**src/rtl/fdiv_round_pack.sv**
```systemverilog
// Final divide stage: classifies operands, forms the result exponent, rounds to
// nearest-even and packs an IEEE-754 quotient through a two-stage valid/ready pipe.
module fdiv_round_pack #(
    parameter int WIDTH  = 23,
    parameter int EWIDTH = 8,
    parameter int BIAS   = 127
) (
    input  logic                      clk,
    input  logic                      reset,
    input  logic                      in_valid,
    output logic                      in_ready,
    input  logic [WIDTH+EWIDTH:0]     a_bits,
    input  logic [WIDTH+EWIDTH:0]     b_bits,
    input  logic [WIDTH+2:0]          q_frac,
    input  logic                      q_dec,
    output logic                      out_valid,
    input  logic                      out_ready,
    output logic [WIDTH+EWIDTH:0]     result,
    output logic [4:0]                flags
);

    localparam int N  = WIDTH + EWIDTH + 1;
    localparam int XW = EWIDTH + 2;

    localparam logic [XW-1:0] BIAS_X = XW'(BIAS);
    localparam logic [XW-1:0] EMAX_X = XW'((1 << EWIDTH) - 1);

    localparam logic [4:0] FL_NONE  = 5'b00000;
    localparam logic [4:0] FL_INV   = 5'b10000;
    localparam logic [4:0] FL_DZ    = 5'b01000;
    localparam logic [4:0] FL_OVF_X = 5'b00101;
    localparam logic [4:0] FL_UNF_X = 5'b00011;
    localparam logic [4:0] FL_INX   = 5'b00001;

    localparam logic [N-1:0] QNAN = {1'b0, {EWIDTH{1'b1}}, 1'b1, {(WIDTH-1){1'b0}}};

    // Operand classification helpers; subnormals collapse into the zero class.
    function automatic logic is_zero(input logic [N-1:0] x);
        return x[N-2:WIDTH] == {EWIDTH{1'b0}};
    endfunction

    function automatic logic is_inf(input logic [N-1:0] x);
        return (x[N-2:WIDTH] == {EWIDTH{1'b1}}) && (x[WIDTH-1:0] == {WIDTH{1'b0}});
    endfunction

    function automatic logic is_nan(input logic [N-1:0] x);
        return (x[N-2:WIDTH] == {EWIDTH{1'b1}}) && (x[WIDTH-1:0] != {WIDTH{1'b0}});
    endfunction

    function automatic logic [N-1:0] signed_inf(input logic s);
        return {s, {EWIDTH{1'b1}}, {WIDTH{1'b0}}};
    endfunction

    function automatic logic [N-1:0] signed_zero(input logic s);
        return {s, {(N-1){1'b0}}};
    endfunction

    // Pipeline state
    logic              s1_valid_r;
    logic              s1_sign_r;
    logic              s1_special_r;
    logic [N-1:0]      s1_spec_res_r;
    logic [4:0]        s1_spec_flags_r;
    logic [XW-1:0]     s1_exp_r;
    logic [WIDTH-1:0]  s1_frac_r;
    logic              s1_rnd_r;
    logic              s1_inexact_r;
    logic              out_valid_r;
    logic [N-1:0]      result_r;
    logic [4:0]        flags_r;

    logic              s2_free_s;
    logic              in_ready_s;
    logic              load1_s;

    assign s2_free_s  = !out_valid_r || out_ready;
    assign in_ready_s = !s1_valid_r || s2_free_s;
    assign load1_s    = in_valid && in_ready_s;

    assign in_ready  = in_ready_s;
    assign out_valid = out_valid_r;
    assign result    = result_r;
    assign flags     = flags_r;

    // Stage 1 combinational: specials, exponent and round decision
    logic              sign_s;
    logic              za_s, zb_s, ia_s, ib_s, na_s, nb_s;
    logic              special_s;
    logic [N-1:0]      spec_res_s;
    logic [4:0]        spec_flags_s;
    logic [XW-1:0]     exp_s;
    logic              g_s, r_s, st_s;
    logic              rnd_s;

    assign sign_s = a_bits[N-1] ^ b_bits[N-1];
    assign za_s   = is_zero(a_bits);
    assign zb_s   = is_zero(b_bits);
    assign ia_s   = is_inf(a_bits);
    assign ib_s   = is_inf(b_bits);
    assign na_s   = is_nan(a_bits);
    assign nb_s   = is_nan(b_bits);

    assign g_s   = q_frac[2];
    assign r_s   = q_frac[1];
    assign st_s  = q_frac[0];
    assign rnd_s = g_s && (r_s || st_s || q_frac[3]);

    assign exp_s = {2'b00, a_bits[N-2:WIDTH]} - {2'b00, b_bits[N-2:WIDTH]}
                 + BIAS_X - {{(XW-1){1'b0}}, q_dec};

    // Special-operand priority: NaN/invalid, then infinity, then zero
    always_comb begin
        special_s    = 1'b0;
        spec_res_s   = {N{1'b0}};
        spec_flags_s = FL_NONE;
        if (na_s || nb_s || (ia_s && ib_s) || (za_s && zb_s)) begin
            special_s    = 1'b1;
            spec_res_s   = QNAN;
            spec_flags_s = FL_INV;
        end else if (ia_s || zb_s) begin
            special_s    = 1'b1;
            spec_res_s   = signed_inf(sign_s);
            spec_flags_s = (zb_s && !ia_s && !za_s) ? FL_DZ : FL_NONE;
        end else if (za_s || ib_s) begin
            special_s    = 1'b1;
            spec_res_s   = signed_zero(sign_s);
            spec_flags_s = FL_NONE;
        end else begin
            special_s    = 1'b0;
            spec_res_s   = {N{1'b0}};
            spec_flags_s = FL_NONE;
        end
    end

    // Stage 1 register: loads on every input transfer, empties when stage 2 takes it
    always_ff @(posedge clk) begin
        if (reset) begin
            s1_valid_r      <= 1'b0;
            s1_sign_r       <= 1'b0;
            s1_special_r    <= 1'b0;
            s1_spec_res_r   <= {N{1'b0}};
            s1_spec_flags_r <= FL_NONE;
            s1_exp_r        <= {XW{1'b0}};
            s1_frac_r       <= {WIDTH{1'b0}};
            s1_rnd_r        <= 1'b0;
            s1_inexact_r    <= 1'b0;
        end else begin
            if (in_ready_s) begin
                s1_valid_r <= in_valid;
            end
            if (load1_s) begin
                s1_sign_r       <= sign_s;
                s1_special_r    <= special_s;
                s1_spec_res_r   <= spec_res_s;
                s1_spec_flags_r <= spec_flags_s;
                s1_exp_r        <= exp_s;
                s1_frac_r       <= q_frac[WIDTH+2:3];
                s1_rnd_r        <= rnd_s;
                s1_inexact_r    <= g_s | r_s | st_s;
            end
        end
    end

    // Stage 2 combinational: apply rounding, range check, pack
    logic [WIDTH:0]    sum_s;
    logic [XW-1:0]     exp2_s;
    logic              ovf_s;
    logic              unf_s;
    logic [N-1:0]      res2_s;
    logic [4:0]        flags2_s;

    assign sum_s  = {1'b0, s1_frac_r} + {{WIDTH{1'b0}}, s1_rnd_r};
    assign exp2_s = s1_exp_r + {{(XW-1){1'b0}}, sum_s[WIDTH]};
    assign ovf_s  = $signed(exp2_s) >= $signed(EMAX_X);
    assign unf_s  = exp2_s[XW-1] || (exp2_s == {XW{1'b0}});

    // Result select; specials bypass rounding and range handling
    always_comb begin
        res2_s   = {N{1'b0}};
        flags2_s = FL_NONE;
        if (s1_special_r) begin
            res2_s   = s1_spec_res_r;
            flags2_s = s1_spec_flags_r;
        end else if (ovf_s) begin
            res2_s   = signed_inf(s1_sign_r);
            flags2_s = FL_OVF_X;
        end else if (unf_s) begin
            res2_s   = signed_zero(s1_sign_r);
            flags2_s = FL_UNF_X;
        end else begin
            res2_s   = {s1_sign_r, exp2_s[EWIDTH-1:0], sum_s[WIDTH-1:0]};
            flags2_s = s1_inexact_r ? FL_INX : FL_NONE;
        end
    end

    // Stage 2 register: holds result steady while the consumer stalls
    always_ff @(posedge clk) begin
        if (reset) begin
            out_valid_r <= 1'b0;
            result_r    <= {N{1'b0}};
            flags_r     <= FL_NONE;
        end else if (s2_free_s) begin
            out_valid_r <= s1_valid_r;
            if (s1_valid_r) begin
                result_r <= res2_s;
                flags_r  <= flags2_s;
            end else begin
                result_r <= result_r;
                flags_r  <= flags_r;
            end
        end else begin
            out_valid_r <= out_valid_r;
            result_r    <= result_r;
            flags_r     <= flags_r;
        end
    end

endmodule
```
**config.mk**
```make
export PLATFORM = sky130hd
export DESIGN_NAME = fdiv_round_pack
export DESIGN_NICKNAME = d
export VERILOG_FILES = /design/src/rtl/fdiv_round_pack.sv
export SDC_FILE = /design/constraint.sdc
export NUM_CORES = 1
export LEC_CHECK = 0
export ABC_AREA = 1
export CORE_MARGIN = 2
export CORE_UTILIZATION = 34
export CTS_CLUSTER_DIAMETER = 60
export DETAILED_ROUTE_END_ITERATION = 10
export SETUP_SLACK_MARGIN = 0.15
export SYNTH_ARGS = -nofsm -noshare
export SYNTH_HDL_FRONTEND = slang
export SYNTH_SLANG_ARGS = --single-unit
```
**constraint.sdc**
```tcl
create_clock -name clk -period 6.8 [get_ports clk]
set_input_delay 1.36 -clock clk [delete_from_list [all_inputs] [get_ports clk]]
set_output_delay 1.36 -clock clk [all_outputs]
set_load 0.005 [all_outputs]
```
==> results.md, run 1 <==
- The remaining global-route overflow is 0.
- The hold path endpoint is flags[4]$_SDFFE_PP0P_.
- By area the synthesized netlist is led by sky130_fd_sc_hd__dfxtp_1, sky130_fd_sc_hd__nand2_1, sky130_fd_sc_hd__nor2_1.
- Summing every instance area after synthesis gives 4940 µm².
- After detailed routing, the average wire length per cell comes to 12.1 µm.
- At the worst endpoint, the required time is 7.08 ns.
- The flow ran to the end, and the final reports show no timing, DRC or antenna violations.
- The post-CTS setup buffer count is 0.
- The level count of the clock H-tree is 3.
- Between clock sinks in the finished design, the worst skew comes to 0.00581 ns.
- The sequential share of power is 38.2%.
- The die footprint is 15,500 µm².
- The ratio of routed vias to standard cells is 4.72.
- The instance count of the mapped netlist is 756.
- The tightest hold path in the finished design has a slack of 0.462 ns.
- The number of cells on the worst reg-to-reg path is 22.
- The count of state elements after synthesis is 80.
- The class of the tightest hold or removal check is reg -> reg.
- The fraction of synthesis flops using an asynchronous set or reset pin is 0%.
- After clock tree synthesis, the clock-pin slew on the worst setup and hold paths is 0.06 ns.
- In this run the tightest slew margin relative to its limit is 31.7%.
- The switching power summed over all nets is 400 µW.
- The total routing resource utilization after global routing is 16.9%.
- Net switching is 28.6% of the power.
- The aggregate negative setup slack is 0 ns.
- The count of antenna-violating nets left after detailed routing is 0.
- Setup repair after global routing left no endpoint under its margin.
- The final clock period utilization by the worst path is 60.5%.
- The initial cell density of the core is 34.4%.
- For this design the ratio of total power to cell area is 208 nW/µm².
- The number of endpoints with negative hold slack in the final report is 0.
- 134 I/O pins were placed.
- The number of warnings issued by yosys is 0.
- The via count of the first global-routing pass is 4,828.
- The clock period minus worst slack is 4.11 ns.
- The clock network burns 36.7% of the power.
- The maximum count of clock buffers along a single path is 2.
- The share of post-route cells with drive strength above 1 is 5.66%.
- The layout overhead on the synthesized area is 36.0%.
- Hold repair after CTS inserted 0 buffers.
- The worst setup path is of the in -> reg kind.
- The distinct cell type count of the synthesized netlist is 36.
- The number of nets in the finished design is 995.
- Sequential elements use 32.4% of the synthesized area.
- The via count of the routed design is 5,036.
- The standby leakage power is 2.92 nW.
- The insertion delay of the later-clocked pin in the worst-skew pair is 0.33 ns.
- Counting the buffers created by CTS gives 9.
- The launch point of the worst hold path is flags[4]$_SDFFE_PP0P_.
- The synthesized design devotes to its leading area cell type 32.4% of total area.
- STA classifies the critical path endpoint as a flop.
- The main flop type after synthesis is sky130_fd_sc_hd__dfxtp_1.
- The worst-case vdd ir drop is 0.000119 V.
- Counting instances, the worst hold path has a depth of 2.
- The startpoint of the most critical register-to-register path is s1_frac_r[6]$_SDFFE_PP0P_.
- Measured along the x axis, the die boundary spans 125 µm.
- Summing internal, switching and leakage power gives 1.40 mW.
- The post-synth net total is 873.
- The final worst setup slack is 2.69 ns.
- The total clock sinks is 80.
- The final layout contains routed wiring with a total length of 13,000 µm.
- The number of antenna violations at the first check in global routing came to 0.
- The largest total area in the synthesized netlist belongs to sky130_fd_sc_hd__dfxtp_1.
- The number of endpoints failing setup at the final stage is 0.
- The initial DRC count is 211.
- Post-CTS repair changed the size of 0 cells.
- The endpoint identified for the worst register-to-register timing path is result[2]$_SDFFE_PP0P_.
- The slack of the worst reg-to-reg path is 2.98 ns.
- The synthesized area divided by synthesized cell count is 6.53 µm².
- The internal portion of total power is 997 µW.
- OpenSTA, run right after detailed placement, puts the worst setup slack at 2.36 ns.
- For this run, design rule violations remaining after detail routing come to 0.
- The maximum number of pins on one net before global-route repair is 52.
- The total count of max-transition violations in the final report is 0.
- The global-route wire length before repair is 22,000 µm.
- Buffers placed on the I/O ports in this run total 133.
- Based on the critical path, the design can be clocked at up to 243 MHz.
- The startpoint type of the worst setup path is an input pin.
- The antenna diode count is 0.
- The combinational fraction of design power is 25.1%.
- The die extent in y is 125 µm.
- Routability-driven placement finished with a final weighted congestion of 0.898.
- STA puts the critical path data arrival time at 4.39 ns.
- The CTS tree is built.
- The floorplan has 44 rows.
- The core region is 14,400 µm².
- The actual transition at the worst max-transition pin is 1.02 ns.
- Once detailed placement completed, the half-perimeter wirelength came to 10,100 µm.
- The count of flip-flops with a built-in enable after synthesis is 0.
- The clock root buffer is sky130_fd_sc_hd__clkbuf_16.
- The total iterations of the first detailed-routing run is 4.
- The count of max-cap constraint violations is 0.
- Of all nets on the critical path, the largest fanout is 4.
-- flip-flops by register name (all words and copies together), names as in the netlist, 3 cells and up --
name and flops:
result 32, s1_exp_r 10, s1_spec_res_r 3, flags 5, s1_frac_r 23
-- cells in the final DEF, fill, tap and decap left out, drive strengths merged, types with 2 or more instances in the layout --
| cell type | count |
|---|---|
| a21oi | 70 |
| xnor2 | 5 |
| bufinv | 2 |
| clkdlybuf4s50 | 132 |
| nor3 | 15 |
| inv | 96 |
| dfxtp | 80 |
| xor2 | 19 |
| or2 | 5 |
| ha | 20 |
| o21ai | 43 |
| clkinv | 2 |
| clkbuf | 13 |
| nand3b | 8 |
| nand4 | 26 |
| nor2 | 120 |
| o21bai | 4 |
| fa | 2 |
| buf | 3 |
| nand2 | 177 |
| nand3 | 32 |
-- power by group through the flow --
stage          Combinational, mW  Clock [mW]  Sequential [mW]
2_1_floorplan              0.227           0            0.536
3_3_place_gp               0.350           0            0.543
3_5_place_dp               0.352           0            0.544
4_1_cts                    0.354       0.526            0.533
5_1_grt                    0.397       0.541            0.539
6_report                   0.351       0.513            0.534
-- cells by family after synthesis --
logic type | share of synthesized area [%]
buf+inv | 9.52
fa+ha+maj | 5.88
compound gates | 14.1
simple gates | 33.9
xor+xnor | 4.26
flops | 32.4
-- routing by layer --
| layer | routed length, µm | track usage, % |
|---|---|---|
| met1 | 5980 | 20.8 |
| met2 | 6220 | 30.0 |
| met3 | 602 | 3.01 |
| met4 | 155 | 5.09 |
| met5 | 0 | 0 |
-- worst max-delay path: stages --
cell and delay, ns:
sky130_fd_sc_hd__clkdlybuf4s50_1 0.46, sky130_fd_sc_hd__inv_1 0.08, sky130_fd_sc_hd__ha_1 0.13, sky130_fd_sc_hd__inv_1 0.06, sky130_fd_sc_hd__fa_1 0.40, sky130_fd_sc_hd__nand3_1 0.10, sky130_fd_sc_hd__nand2_1 0.10, sky130_fd_sc_hd__a21oi_1 0.14
sky130_fd_sc_hd__o21bai_1 0.08, sky130_fd_sc_hd__xor2_1 0.18, sky130_fd_sc_hd__inv_1 0.06, sky130_fd_sc_hd__ha_1 0.34, sky130_fd_sc_hd__nand2_1 0.08, sky130_fd_sc_hd__o21ai_0 0.16, sky130_fd_sc_hd__a21oi_1 0.08, sky130_fd_sc_hd__or2_2 0.30
sky130_fd_sc_hd__nand3_1 0.07, sky130_fd_sc_hd__o211ai_1 0.11, sky130_fd_sc_hd__inv_1 0.08
-- worst max-delay path by stage --
stage | startpoint | endpoint | slack, ns | cells past startpoint
final | a_bits[23] | s1_exp_r[8]$_SDFFE_PP0P_ | 2.69 | 19
after global routing | a_bits[23] | s1_exp_r[8]$_SDFFE_PP0P_ | 2.38 | 19
after CTS | a_bits[23] | s1_exp_r[8]$_SDFFE_PP0P_ | 2.69 | 19
after detailed placement | a_bits[23] | s1_exp_r[8]$_SDFFE_PP0P_ | 2.36 | 19
after global placement | a_bits[23] | s1_exp_r[8]$_SDFFE_PP0P_ | 2.40 | 19
after floorplan | a_bits[23] | s1_exp_r[8]$_SDFFE_PP0P_ | 3.11 | 18
-- per-stage QoR --
step	utilization, %	cells	area, µm²
after floorplan	-	756	4940
after global placement	44.6	1051	6400
after detailed placement	44.6	1051	6400
after CTS	46.8	1067	6720
after global routing	46.8	1067	6720
final	46.8	1067	6720
-- Yosys cell counts, types with 8 or more instances --
library cell / count
sky130_fd_sc_hd__a21oi_1: 60
sky130_fd_sc_hd__a21oi_2: 10
sky130_fd_sc_hd__clkbuf_1: 20
sky130_fd_sc_hd__dfxtp_1: 80
sky130_fd_sc_hd__ha_1: 20
sky130_fd_sc_hd__inv_1: 96
sky130_fd_sc_hd__nand2_1: 165
sky130_fd_sc_hd__nand2_2: 11
sky130_fd_sc_hd__nand3_1: 30
sky130_fd_sc_hd__nand3b_1: 8
sky130_fd_sc_hd__nand4_1: 26
sky130_fd_sc_hd__nor2_1: 115
sky130_fd_sc_hd__nor3_1: 15
sky130_fd_sc_hd__o21ai_0: 43
sky130_fd_sc_hd__xor2_1: 19
-- cell type report --
cell class | instances | area, µm²
clock buffer | 13 | 250
clock inverter | 3 | 65.1
fill | 1518 | 7650
inverter | 97 | 364
multi-input combinational | 555 | 2870
sequential | 80 | 1600
tap | 184 | 230
timing repair buffer | 135 | 1340
(Power assumes the default switching activity.)
==> run 2: changes to the inputs <==
- clock period: 6.8 -> 4 ns (I/O delays scaled with it)
==> results.md, run 2 (synthesis results as in run 1) <==
- The total wire length after detailed routing is 13,100 µm (+1.2%).
- The library cell used most frequently in the layout, excluding fill and tap cells, is sky130_fd_sc_hd__nand2_1.
- The total iterations of the first detailed-routing run is 5 (+1).
- The overall die width was 125 µm (unchanged).
- The required time of the critical path is 4.29 ns (-2.79 ns).
- The number of buffers inserted during clock tree synthesis was 9 (unchanged).
- The endpoint arrival time on the critical path is 3.78 ns (-0.61 ns).
- The total count of max-transition violations in the final report came to 0 (unchanged).
- The number of cells on the worst reg-to-reg path was 20 (-9.1%).
- The total of fill cells in the finished design is 1,497 (-1.4%).
- The remaining global-route overflow is 0 (unchanged).
- The via count of the first global-routing pass is 4,867 (+0.81%).
- The total half-perimeter wirelength after legalization and detailed placement is 10,200 µm (+1.0%).
- The maximum count of clock buffers along a single path is 2 (unchanged).
- The I/O pin count came to 134 (unchanged).
- The maximum fanout encountered on the critical timing path came to 4 (unchanged).
- The number of nets in the finished design is 1,006 (+1.1%).
- The die footprint was 15,500 µm² (unchanged).
- The hold path endpoint is flags[4]$_SDFFE_PP0P_.
- The final clock period utilization by the worst path is 87.3%.
- The aggregate negative setup slack was 0 ns (unchanged).
- In this run the critical register-to-register path is captured at result[6]$_SDFFE_PP0P_.
- The initial DRC count is 289 (+37%).
- The clock root buffer is sky130_fd_sc_hd__clkbuf_16.
- The area taken by flip-flops and latches is 1600 µm² (unchanged).
- The number of endpoints with negative hold slack in the final report is 0 (unchanged).
- The worst slew slack as a fraction of its limit came to 52.5% (+21 points).
- The number of standard-cell rows in the floorplan is 44 (unchanged).
- The number of remaining DRC errors was 0 (unchanged).
- The detail-routed net length per standard cell is 12.2 µm (+0.15%).
- The insertion delay of the later-clocked pin in the worst-skew pair is 0.34 ns (about the same).
- The count of max-cap constraint violations is 0 (unchanged).
- The launch point of the worst hold path is flags[4]$_SDFFE_PP0P_.
- The total clock sinks was 80 (unchanged).
- The cell depth of the worst hold path is 2 (unchanged).
- The number of antenna violations at the first check in global routing is 0 (unchanged).
- The worst path needs 3.49 ns of the cycle, external delays included.
- Setup repair after global routing left no endpoint under its margin.
- The core region area is 14,400 µm² (unchanged).
- The slack of the worst reg-to-reg path is 0.52 ns (-2.46 ns).
- The flip-flop count of the largest register after layout is 32 (unchanged).
- The count of antenna-violating nets left after detailed routing is 0 (unchanged).
- The routability congestion estimate from global placement came to 0.880 (-2.0%).
- The level count of the clock H-tree was 3 (unchanged).
- The maximum number of pins on one net before global-route repair is 51 (-1.9%).
- The class of the most critical setup path is in -> reg.
- The global-route wire length before repair is 22,200 µm (+1.3%).
- The die extent in y is 125 µm (unchanged).
- The initial cell density of the core is 34.4% (unchanged).
- The actual transition at the worst max-transition pin was 0.712 ns (-0.311 ns).
- The run finished with clean final reports.
- The ratio of routed vias to standard cells is 4.73 (+0.16%).
- The worst setup path is launched from an input pin.
- For this run, the top clock speed supported by timing is 286 MHz.
- The top cell types in the final layout, fill and taps aside, are sky130_fd_sc_hd__nand2_1, sky130_fd_sc_hd__clkdlybuf4s50_1, sky130_fd_sc_hd__nor2_1.
- The clock slew at the register clock pins of the worst setup and hold paths is 0.06 ns (about the same).
- The total power is 2.39 mW (+71%).
- The via count of the routed design was 5,096 (+1.2%).
- The maximum clock skew at final layout was 0.00454 ns (-0.00127 ns).
- The number of endpoints failing setup at the final stage is 0 (unchanged).
- The startpoint of the most critical register-to-register path is s1_frac_r[2]$_SDFFE_PP0P_.
- The worst hold margin was 0.464 ns (+0.00185 ns).
- The total routing resource utilization after global routing is 17.2% (+0.27 points).
- The share of post-route cells with drive strength above 1 is 7.16% (+1.5 points).
- The antenna diode count was 0 (unchanged).
- The CTS tree is built.
- The worst-case vdd ir drop was 0.000204 V (+72%).
- The critical path capture point type is a flop.
- The footprint of the multi-input gates is 2880 µm² (+0.48%).
- The total power density per cell area came to 350 nW/µm² (+68%).
- The count of port buffers added during placement was 133 (unchanged).
- The layout overhead on the synthesized area is 38.4%.
- The standby leakage power came to 2.99 nW (+2.2%).
- The class of the tightest hold or removal check is reg -> reg.
[run 2: changes by cell type in the layout (fill, tap and decap cells not counted), sizes merged]
| cell | previous run | this run |
|---|---|---|
| buf | 3 | 13 |
| bufinv | 2 | 1 |
| clkbuf | 13 | 14 |
| nor2 | 120 | 121 |
[run 2: per-stage QoR]
step,util (%),setup WS (ns),instances,cell area [µm²]
after detailed placement,44.9,0.162,1058,6460
after floorplan,-,0.866,756,4940
final,47.6,0.508,1078,6840
after global routing,47.6,0.145,1078,6840
after global placement,44.9,0.204,1058,6460
after CTS,47.2,0.347,1074,6780
[run 2: area by class of cell]
cell class,count,share of cell area (%)
multi-input cells,556,42.1
flip-flops and latches,80,23.4
repair buffers,145,21.1
inverters,97,5.32
clock buffers,14,4.15
well taps,184,3.37
clock inverters,2,0.512
[run 2: layer usage]
| metal | vias up | global-route usage [%] | routed length (µm) |
|---|---|---|---|
| met5 | - | 0 | 0 |
| met3 | 16 | 2.88 | 605 |
| met2 | 126 | 29.5 | 6270 |
| met4 | 0 | 6.01 | 183 |
| met1 | 2246 | 21.7 | 6060 |
| li1 | 2708 | - | - |
[run 2: worst max-delay path, cell delays in order]
cell and delay [ns]:
sky130_fd_sc_hd__clkdlybuf4s50_1 0.46, sky130_fd_sc_hd__inv_1 0.08, sky130_fd_sc_hd__ha_1 0.14, sky130_fd_sc_hd__inv_1 0.06, sky130_fd_sc_hd__fa_1 0.40, sky130_fd_sc_hd__nand3_1 0.10, sky130_fd_sc_hd__nand2_1 0.11, sky130_fd_sc_hd__a21oi_1 0.14
sky130_fd_sc_hd__o21bai_1 0.09, sky130_fd_sc_hd__xor2_1 0.19, sky130_fd_sc_hd__inv_1 0.06, sky130_fd_sc_hd__ha_1 0.33, sky130_fd_sc_hd__nand2_1 0.08, sky130_fd_sc_hd__o21ai_0 0.15, sky130_fd_sc_hd__a21oi_1 0.06, sky130_fd_sc_hd__or2_2 0.29
sky130_fd_sc_hd__nand3_1 0.07, sky130_fd_sc_hd__o211ai_1 0.09, sky130_fd_sc_hd__inv_1 0.08
[run 2: power breakdown]
group	switching (mW)	leakage, nW	internal [mW]
logic	0.324	2.17	0.293
registers	0.0531	0.656	0.854
clock network	0.318	0.159	0.551
[run 2: what timing repair did]
item | CTS | global route
endpoints found under the setup margin | 0 | 22
hold buffers | 0 | 0
buffers inserted | 0 | 3
resized for setup | 0 | 2
[run 2: worst max path at each step]
stage | cells after the start | startpoint | slack [ns] | endpoint
2_1_floorplan | 18 | a_bits[23] | 0.87 | s1_exp_r[8]$_SDFFE_PP0P_
3_3_place_gp | 19 | a_bits[23] | 0.20 | s1_exp_r[8]$_SDFFE_PP0P_
3_5_place_dp | 19 | a_bits[23] | 0.16 | s1_exp_r[8]$_SDFFE_PP0P_
4_1_cts | 20 | s1_frac_r[2]$_SDFFE_PP0P_ | 0.35 | result[0]$_SDFFE_PP0P_
5_1_grt | 22 | s1_frac_r[2]$_SDFFE_PP0P_ | 0.14 | result[24]$_SDFFE_PP0P_
6_report | 19 | a_bits[23] | 0.51 | s1_exp_r[8]$_SDFFE_PP0P_
